===== config.mk =====
export PLATFORM = sky130hd
export DESIGN_NAME = ttt_game_ctrl
export DESIGN_NICKNAME = d
export VERILOG_FILES = /design/src/rtl/ttt_game_ctrl.sv
export SDC_FILE = /design/constraint.sdc
export NUM_CORES = 1
export LEC_CHECK = 0
export ABC_AREA = 1
export CAP_MARGIN = 20
export CORE_AREA = 2 2 78 80
export CTS_BUF_LIST = sky130_fd_sc_hd__clkbuf_2 sky130_fd_sc_hd__clkbuf_4 sky130_fd_sc_hd__clkbuf_8
export DETAILED_ROUTE_END_ITERATION = 10
export DIE_AREA = 0 0 80 82
export MAX_ROUTING_LAYER = met4
export PLACE_DENSITY = 0.84
export REMOVE_ABC_BUFFERS = 1
export SETUP_SLACK_MARGIN = 0.02
export SLEW_MARGIN = 20
export SYNTH_ARGS = -nofsm -noshare
export SYNTH_HDL_FRONTEND = slang
export SYNTH_SLANG_ARGS = --single-unit

===== constraint.sdc =====
create_clock -name clock -period 2.8 [get_ports clock]
set_input_delay 0.56 -clock clock [delete_from_list [all_inputs] [get_ports clock]]
set_output_delay 0.56 -clock clock [all_outputs]
set_load 0.05 [all_outputs]

===== src/rtl/ttt_game_ctrl.sv =====
// Tic-tac-toe turn sequencer: owns the 3x3 board, commits moves on a press/release
// handshake, scores the 8 lines, and blinks the winning cells while the game is over.
module ttt_game_ctrl #(
  parameter int BLINK_TICKS = 250
) (
  input  logic        clock,
  input  logic        rst,
  input  logic        button,
  input  logic [8:0]  select,
  output logic [17:0] board,
  output logic [1:0]  turn,
  output logic [1:0]  winner,
  output logic        game_over,
  output logic [7:0]  win_line,
  output logic [8:0]  win_cells,
  output logic [3:0]  move_count,
  output logic        invalid,
  output logic        blink
);

  typedef enum logic [1:0] {S_WAIT, S_HOLD, S_EVAL, S_OVER} state_t;

  localparam int            CW      = (BLINK_TICKS > 1) ? $clog2(BLINK_TICKS) : 1;
  localparam logic [CW-1:0] CNT_MAX = CW'(BLINK_TICKS - 1);

  // Cell masks per win_line bit: rows 0-2, cols 0-2, main diag, anti diag.
  localparam logic [7:0][8:0] LINE_MASK = {
    9'h054, 9'h111, 9'h124, 9'h092, 9'h049, 9'h1C0, 9'h038, 9'h007
  };

  state_t        state_q, state_d;
  logic [17:0]   board_q, board_d;
  logic [1:0]    turn_q, turn_d;
  logic [1:0]    winner_q, winner_d;
  logic [7:0]    win_line_q, win_line_d;
  logic [3:0]    move_count_q, move_count_d;
  logic          invalid_q, invalid_d;
  logic          blink_q, blink_d;
  logic          accepted_q, accepted_d;
  logic [CW-1:0] blink_cnt_q, blink_cnt_d;

  logic [8:0] own, occupied;
  logic [7:0] line_hit;
  logic       one_hot, legal, decisive;

  for (genvar c = 0; c < 9; c++) begin : g_cell
    assign own[c]      = (board_q[2*c +: 2] == turn_q);
    assign occupied[c] = |board_q[2*c +: 2];
  end

  for (genvar l = 0; l < 8; l++) begin : g_line
    assign line_hit[l] = ((own & LINE_MASK[l]) == LINE_MASK[l]);
  end

  assign one_hot  = (select != 9'd0) && ((select & (select - 9'd1)) == 9'd0);
  assign legal    = one_hot && ((select & occupied) == 9'd0);
  assign decisive = winner_q[0] ^ winner_q[1];

  always_comb begin
    state_d      = state_q;
    board_d      = board_q;
    turn_d       = turn_q;
    winner_d     = winner_q;
    win_line_d   = win_line_q;
    move_count_d = move_count_q;
    invalid_d    = 1'b0;
    accepted_d   = accepted_q;
    blink_d      = 1'b0;
    blink_cnt_d  = '0;

    case (state_q)
      S_WAIT: begin
        if (!button) begin
          state_d = S_HOLD;
          if (legal) begin
            for (int c = 0; c < 9; c++)
              if (select[c]) board_d[2*c +: 2] = turn_q;
            if (move_count_q < 4'd9) move_count_d = move_count_q + 4'd1;
            accepted_d = 1'b1;
          end else begin
            invalid_d  = 1'b1;
            accepted_d = 1'b0;
          end
        end
      end
      S_HOLD: begin
        if (button) state_d = accepted_q ? S_EVAL : S_WAIT;
      end
      S_EVAL: begin
        if (|line_hit) begin
          winner_d   = turn_q;
          win_line_d = line_hit;
          state_d    = S_OVER;
        end else if (move_count_q == 4'd9) begin
          winner_d   = 2'b11;
          win_line_d = '0;
          state_d    = S_OVER;
        end else begin
          turn_d  = ~turn_q;
          state_d = S_WAIT;
        end
      end
      S_OVER: begin
        if (!button) begin
          board_d      = '0;
          move_count_d = '0;
          winner_d     = '0;
          win_line_d   = '0;
          turn_d       = 2'b01;
          accepted_d   = 1'b0;
          state_d      = S_HOLD;
        end
      end
      default: state_d = S_WAIT;
    endcase

    // Blink only while staying in OVER after a win, so a restart edge never flashes.
    if (state_q == S_OVER && state_d == S_OVER && decisive) begin
      if (blink_cnt_q == CNT_MAX) begin
        blink_cnt_d = '0;
        blink_d     = ~blink_q;
      end else begin
        blink_cnt_d = blink_cnt_q + 1'b1;
        blink_d     = blink_q;
      end
    end
  end

  always_ff @(posedge clock or negedge rst) begin
    if (!rst) begin
      state_q      <= S_WAIT;
      board_q      <= '0;
      turn_q       <= 2'b01;
      winner_q     <= '0;
      win_line_q   <= '0;
      move_count_q <= '0;
      invalid_q    <= 1'b0;
      blink_q      <= 1'b0;
      accepted_q   <= 1'b0;
      blink_cnt_q  <= '0;
    end else begin
      state_q      <= state_d;
      board_q      <= board_d;
      turn_q       <= turn_d;
      winner_q     <= winner_d;
      win_line_q   <= win_line_d;
      move_count_q <= move_count_d;
      invalid_q    <= invalid_d;
      blink_q      <= blink_d;
      accepted_q   <= accepted_d;
      blink_cnt_q  <= blink_cnt_d;
    end
  end

  always_comb begin
    win_cells = '0;
    for (int l = 0; l < 8; l++)
      if (win_line_q[l]) win_cells = win_cells | LINE_MASK[l];
  end

  assign board      = board_q;
  assign turn       = turn_q;
  assign winner     = winner_q;
  assign game_over  = (state_q == S_OVER);
  assign win_line   = win_line_q;
  assign move_count = move_count_q;
  assign invalid    = invalid_q;
  assign blink      = blink_q;

endmodule


---- Word-level counts from Yosys, hierarchy flattened ----
Cells that the tools add are included.
word-level totals
  output and inout bits ................... 46
  register bits ........................... 47
  logic and storage cells ................. 156
cells by class
  equality and inequality tests ........... 40
  mux-type cells .......................... 55
  $add $sub $neg .......................... 3
  $lt $le $gt $ge ......................... 1
  bitwise logic cells ..................... 5
  reduce and logical (&&, ||, !) cells .... 34
operator list
  operator                                           count
  two-way mux 18 bit                                 3
  AND reduction 5 bit                                10
  two-way mux 8 bit                                  6
  two-way mux 2 bit                                  20
  case mux 18 bit (2 select lines)                   1
  != test 2 bit (second input constant)              15
  two-way mux 9 bit                                  3
  equality test 3 bit (second input constant)        8
  OR reduction 2 bit                                 10
  bitwise AND 9 bit                                  2
  equality test 2 bit                                9
  zero test 9 bit                                    2
  two-way mux 4 bit                                  4
  case mux 8 bit (2 select lines)                    1
  two-way mux 7 bit                                  2
  nonzero test 9 bit                                 1
  subtractor 9 x 1 -> 9 bit (second input constant)  1
  adder 8 x 1 -> 8 bit (second input constant)       1
  equality test 8 bit (second input constant)        1
  two-way mux 1 bit                                  8
  case mux 2 bit (2 select lines)                    2
  case mux 4 bit (2 select lines)                    1
  OR reduction 8 bit                                 1
  equality test 2 bit (second input constant)        3
  18 further kinds                                   23

---- Logic depth before layout (Yosys ltp) ----
Gate-level depths: netlist of the first run.
  depth after elaboration ................. 9
  mapped depth ............................ 15
  mapped depth without buffers ............ 13

---- Worst setup path before layout of the first run ----
Ideal clock, no wire load.
  path type ............................... flip-flop to flip-flop
  from .................................... reg turn_q[0], in the netlist turn[0]
  to ...................................... reg win_line_q[6], in the netlist win_line[6]
  path buffers ............................ 3
  clock period less this slack ............ 2,054 ps
  arrival ................................. 1,933 ps
  cell stages (with the launch flop) ...... 15
  slack ................................... 746 ps
  cell sequence ........................... dfstp_2 buf_6 inv_2 buf_6 nand2_1 nand2_1 nor2_2 nand3_1 nand2_1 nor2_2 nand2_4 nor2_2 a21oi_4 buf_6 o21ai_2
between the ends
  cells in the longest elaborated chain, start to end .. 5
  elaborated cells between the ends (all ways) .. 22
ends and longest elaborated chain
  element                                                                                  line  RTL
  from (decl)                                                                              33    logic [1:0] turn_q, turn_d;
  from (signal assigned)                                                                   144   turn_q <= turn_d;
  equality test 2 bit                                                                      47    assign own[c] = (board_q[2*c +: 2] == turn_q);
  equality test 3 bit                                                                      52    assign line_hit[l] = ((own & LINE_MASK[l]) == LINE_MASK[l]);
  OR reduction 8 bit                                                                       90    if (|line_hit) begin
  != test 3 bit (no source line) or two-way mux 8 bit (tied branches)                      n/a
  AND reduction 3 bit (no source line) or case mux 8 bit (2 select lines) (tied branches)  n/a
  to (signal assigned)                                                                     146   win_line_q <= win_line_d;
  to (decl)                                                                                35    logic [7:0] win_line_q, win_line_d;
Parallel ways exist; a longest one is shown, timed or not.
A chain may end at the register's enable or synchronous reset.

---- Worst setup path after layout of the first run ----
  from .................................... reg turn_q[1], in the netlist turn[1]
  to ...................................... reg win_line_q[6], in the netlist win_line[6]
Same word-level chain as after synthesis.

==> results of run 1 <==
## kinds of logic (layout without fill, tap and decap cells)
group	count (synthesis)	count (layout)	share of synthesized area [%]
XOR/XNOR	6	6	1.72
AO/OA/AOI/OAI	63	63	12.3
flip-flops	47	47	38.6
buffers and inverters	70	129	9.72
AND/OR/NAND/NOR	217	217	34.0
adder cells (fa/ha/maj)	9	9	3.69
## flip-flops by register name (all words and copies together), names as in the netlist
| register | cells |
|---|---|
| board | 18 |
| blink_cnt_q | 8 |
| win_line | 8 |
| move_count | 4 |
| state_q | 2 |
| turn | 2 |
| winner | 2 |
| accepted_q | 1 |
| blink | 1 |
| invalid | 1 |
## final cells by class
class | instances | share of cell area [%]
Clock buffer | 8 | 2.75
Multi-Input combinational cell | 295 | 41.7
Inverter | 59 | 5.86
Tap cell | 75 | 2.49
Sequential cell | 47 | 31.2
Timing Repair Buffer | 62 | 16.0
## layer usage
layer	share of wire, %	global-route usage, %	vias to the layer above
met5	0	-	-
met4	1.6	9.83	0
met3	5.2	2.75	13
met2	49	41.3	96
met1	44	30.5	1348
li1	-	-	1430
## cell usage in the layout (no fill, tap or decap), types with 2 or more instances in the layout
| cell | Yosys | routed |
|---|---|---|
| o21ai_1 | 25 | 25 |
| o21ai_2 | 10 | 10 |
| nor3_1 | 4 | 4 |
| nor3_2 | 10 | 10 |
| ha_1 | 9 | 9 |
| nor2_1 | 20 | 20 |
| inv_2 | 3 | 3 |
| nand2_1 | 117 | 117 |
| xor2_1 | 5 | 5 |
| or2_2 | 3 | 3 |
| clkdlybuf4s50_1 | 0 | 56 |
| o21ai_0 | 15 | 15 |
| buf_4 | 0 | 5 |
| nand4_1 | 6 | 6 |
| nor2_2 | 8 | 8 |
| nand3_1 | 32 | 32 |
| a21oi_1 | 7 | 7 |
| inv_1 | 55 | 55 |
| dfrtp_1 | 46 | 46 |
| clkbuf_8 | 0 | 7 |
| nand3_2 | 2 | 2 |
| nand2_4 | 2 | 2 |
| nand2_2 | 11 | 11 |
| o211ai_1 | 2 | 2 |
## metrics by stage
stage          cells  worst slack, ns  util (%)
3_3_place_gp     538            0.328      63.9
3_5_place_dp     538            0.191      63.9
4_1_cts          546            0.384      65.7
6_report         546            0.352      65.7
5_1_grt          546            0.197      65.7
2_1_floorplan    401            0.398         -
## worst max path at each step
stage / cells after the start / to / slack, ns / startpoint
after detailed placement: 12 / board[10] / 0.19 / select[0]
after global routing: 13 / win_line[6] / 0.20 / turn[1]
final: 13 / win_line[6] / 0.35 / turn[1]
after CTS: 1 / turn[1] / 0.38 / turn[1]
after global placement: 11 / board[11] / 0.33 / select[0]
after floorplan: 12 / win_line[0] / 0.40 / turn[1]
==> results.cfg, run 1 <==
[drt]
vias = 2887
avgViaCountPerCell = 5.29
ant_nets = 0
drc_errors = 0
dr.pass1.iters = 5
wl_per_cell_um = 13.5
totalWireLength_um = 7350
drtIter0Drc = 144

[layout]
drive_above_1_share_pct = 14.0
finish.instance_area_um2 = 3780
regArea_um2 = 1180
multiInputGateArea_um2 = 1580
area_growth_pct = 23.8
fin_nets = 491
diodes = 0
nFillCells = 504

[yosys]
syn_avg_cell_area_um2 = 7.40
synthArstFlopShare_pct = 100
netlist_instances = 412
synth_most_common_cell = nand2_1
synth_area_leader_cell = dfrtp_1
synth_top_area_share_pct = 37.7
yosysWarnings = 0
yosysSeqAreaShare_pct = 38.6
synth_area_um2 = 3050
synth_edf_count = 0
synthTopCellsByArea = dfrtp_1 (38%), nand2_1 (14%), inv_1 (6.8%)
ys_top_cells_by_count = nand2_1 (117), inv_1 (55), dfrtp_1 (46), nand3_1 (32), o21ai_1 (25)
ys.flop_type = dfrtp_1
yosys_register_bits = 47
synthDistinctLibCells = 33

[worst_setup_path]
cpMaxStageDelayCell = dfrtp_1
critPathBufInv = 2
worstReg2RegEnd = win_line[6]
max_stage_delay_ns = 0.67
reg2reg_setup_slack_ns = 0.35
startpoint_type = flip-flop
crit_family = simple AND/OR/NAND/NOR gates
path_class = reg -> reg
r2r-start = turn[1]
crit_chain = inv_2 > nand2_1 > nand2_1 > nor2_1 > nand3_1 > nand2_1 > nor2_2 > nand2_4 > nor2_2 > a21oi_4 > buf_4 > nand2_2 > o21ai_2
path_common_cell = nand2_1
arrival_ns = 2.67
reg2regPathDepth = 13
cp-end-kind = flip-flop
cp_data_required_time_ns = 3.02
path_max_fanout = 20

[grt]
grt_max_degree = 32
overflow = 0
grt_usage_pct = 24.6
antenna_found_initial = 0
grt_pass1_wl_um = 12300
grt_pass1_vias = 2757

[clock_network]
cts_hold_buf = 0
clock_tree.buffer_depth = 2
cts_tree = yes
clk_latency_ns = 0.30
cts-resized-gates = 0
cts_buffers = 5
cts_max_level = 2
clock-sinks = 47
clk_pin_slew_ns = 0.09
cts_root_buf = clkbuf_8
cts_post_setup_buffers_inserted = 0

[run]
cap_violations = 0

[sta]
final_hold_viol_count = 0
rsz0062_at_grt = no
drv_slew = 0
slew-limit-headroom_pct = 64.0
fin_skew_ns = 0.0104
finalSetupTns_ns = 0
fin_crit_sh_pct = 87.4
worstMarginPinSlew_ns = 0.538
min_period_ns = 2.45
fmax_mhz = 409
fin_hold_ws_ns = 0.170
setup_viol = 0

[status]
status = complete, no violations

[floorplan]
core_um2 = 5750
initial_utilization_pct = 53.1
rows = 28
die_h_um = 82
dieArea_um2 = 6560
ios = 58
die_w_um = 80

[placement]
hpwlAfterDp_um = 5470
place_area_um2 = 3670
gp_congestion = 0.904
port_buffers = 57

[hold_path]
min_path_type = in -> async
Power of run 1 is not shown: default switching activity piles up to over one toggle a cycle in this logic, so the estimate is an artifact.
==> run 2, diff against run 1 <==
--- a/config.mk
+++ b/config.mk
@@ -7,12 +7,12 @@
 export LEC_CHECK = 0
 export ABC_AREA = 1
 export CAP_MARGIN = 20
-export CORE_AREA = 2 2 78 80
+export CORE_AREA = 2 2 76 78
 export CTS_BUF_LIST = sky130_fd_sc_hd__clkbuf_2 sky130_fd_sc_hd__clkbuf_4 sky130_fd_sc_hd__clkbuf_8
 export DETAILED_ROUTE_END_ITERATION = 10
-export DIE_AREA = 0 0 80 82
+export DIE_AREA = 0 0 78 80
 export MAX_ROUTING_LAYER = met4
-export PLACE_DENSITY = 0.84
+export PLACE_DENSITY = 0.88
 export REMOVE_ABC_BUFFERS = 1
 export SETUP_SLACK_MARGIN = 0.02
 export SLEW_MARGIN = 20
==> results.cfg, run 2 (synthesis gave the netlist of run 1 again) <==
[status]
status = complete, no violations

[worst_setup_path]
cp_data_required_time_ns = 2.24
max_stage_delay_ns = 0.90
arrival_ns = 1.86
crit_chain = clkdlybuf4s50_1
crit_family = buffers and inverters
critPathBufInv = 1
cpMaxStageDelayCell = clkdlybuf4s50_1
cp-end-kind = primary output
startpoint_type = flip-flop
path_class = reg -> out
path_max_fanout = 12

[clock_network]
cts_hold_buf = 0
cts-resized-gates = 0
cts_tree = yes
cts_root_buf = clkbuf_8
clock_tree.buffer_depth = 2
clk_latency_ns = 0.30
clk_pin_slew_ns = 0.09
cts_buffers = 5
clock-sinks = 47
cts_post_setup_buffers_inserted = 0
cts_max_level = 2

[drt]
dr.pass1.iters = 4
wl_per_cell_um = 13.8
vias = 2907
avgViaCountPerCell = 5.35
ant_nets = 0
drtIter0Drc = 202
totalWireLength_um = 7490
drc_errors = 0

[sta]
finalSetupTns_ns = 0
drv_slew = 0
fin_crit_sh_pct = 86.4
slew-limit-headroom_pct = 64.1
fin_skew_ns = 0.00596
min_period_ns = 2.42
fmax_mhz = 413
rsz0062_at_grt = no
final_hold_viol_count = 0
setup_viol = 0
worstMarginPinSlew_ns = 0.537

[grt]
antenna_found_initial = 0
grt_max_degree = 36
overflow = 0
grt_usage_pct = 26.4
grt_pass1_wl_um = 12800
grt_pass1_vias = 2826

[floorplan]
dieArea_um2 = 6240
die_h_um = 80
core_um2 = 5410
ios = 58
rows = 27
initial_utilization_pct = 56.4
die_w_um = 78

[layout]
most-common-layout-cells = nand2_1 (117), clkdlybuf4s50_1 (56), inv_1 (55)
drive_above_1_share_pct = 14.0
area_growth_pct = 23.7
nFillCells = 455
fin_cells = 543
fin_nets = 491
multiInputGateArea_um2 = 1580
mostFrequentLayoutCell = nand2_1
diodes = 0
largest_reg_flops = 18
post-route-util_pct = 69.8
regArea_um2 = 1180

[placement]
gp_congestion = 0.987
placedCellCount = 535
port_buffers = 57
hpwlAfterDp_um = 5530

[hold_path]
min_path_type = in -> async

[run]
cap_violations = 0
-- run 2: cell counts in the layout (fill, tap and decap cells not counted) --
No cell type changed its count.
-- run 2: path summary, 6_finish.rpt --
path	cells after the start	to	start	slack, ns
max	1	turn[1]	turn[1]	0.38
min	1	board[13]	rst	0.12
max reg2reg	13	win_line[2]	turn[1]	0.44
min reg2reg	2	accepted_q	accepted_q	0.51
max in group asynchronous	2	turn[0]	rst	1.91
min in group clock	2	accepted_q	accepted_q	0.51
-- run 2: final cells by class --
cell class	instances	share of cell area (%)
Multi-Input combinational cell	295	41.8
Sequential cell	47	31.2
Timing Repair Buffer	62	16.0
Inverter	59	5.87
Clock buffer	8	2.75
Tap cell	72	2.39
-- run 2: per-stage QoR --
| step | worst slack (ns) | cell area (um^2) | hold WS [ns] |
|---|---|---|---|
| floorplan | 0.398 | 2980 | 0.264 |
| global placement | 0.274 | 3670 | 0.454 |
| detailed placement | 0.132 | 3670 | 0.456 |
| CTS | 0.383 | 3770 | 0.132 |
| global route | 0.153 | 3770 | 0.143 |
| finish | 0.380 | 3770 | 0.124 |
-- run 2: metal layers --
layer	share of wire, %	GRT usage (%)	vias up	routed length (um)
li1	-	-	1420	-
met1	45	32.6	1368	3340
met2	49	45.3	105	3650
met3	5.1	3.51	14	385
met4	1.3	8.60	0	101
met5	0	-	-	0
Power of run 2 is left out for the same reason.
==> run 3, diff against run 2 <==
--- a/config.mk
+++ b/config.mk
@@ -9,6 +9,7 @@
 export CAP_MARGIN = 20
 export CORE_AREA = 2 2 76 78
 export CTS_BUF_LIST = sky130_fd_sc_hd__clkbuf_2 sky130_fd_sc_hd__clkbuf_4 sky130_fd_sc_hd__clkbuf_8
+export CTS_CLUSTER_SIZE = 30
 export DETAILED_ROUTE_END_ITERATION = 10
 export DIE_AREA = 0 0 78 80
 export MAX_ROUTING_LAYER = met4
==> results of run 3 <==
Final layout, timing and power as in run 2 (identical DEF).
Power of run 3 is left out for the same reason.
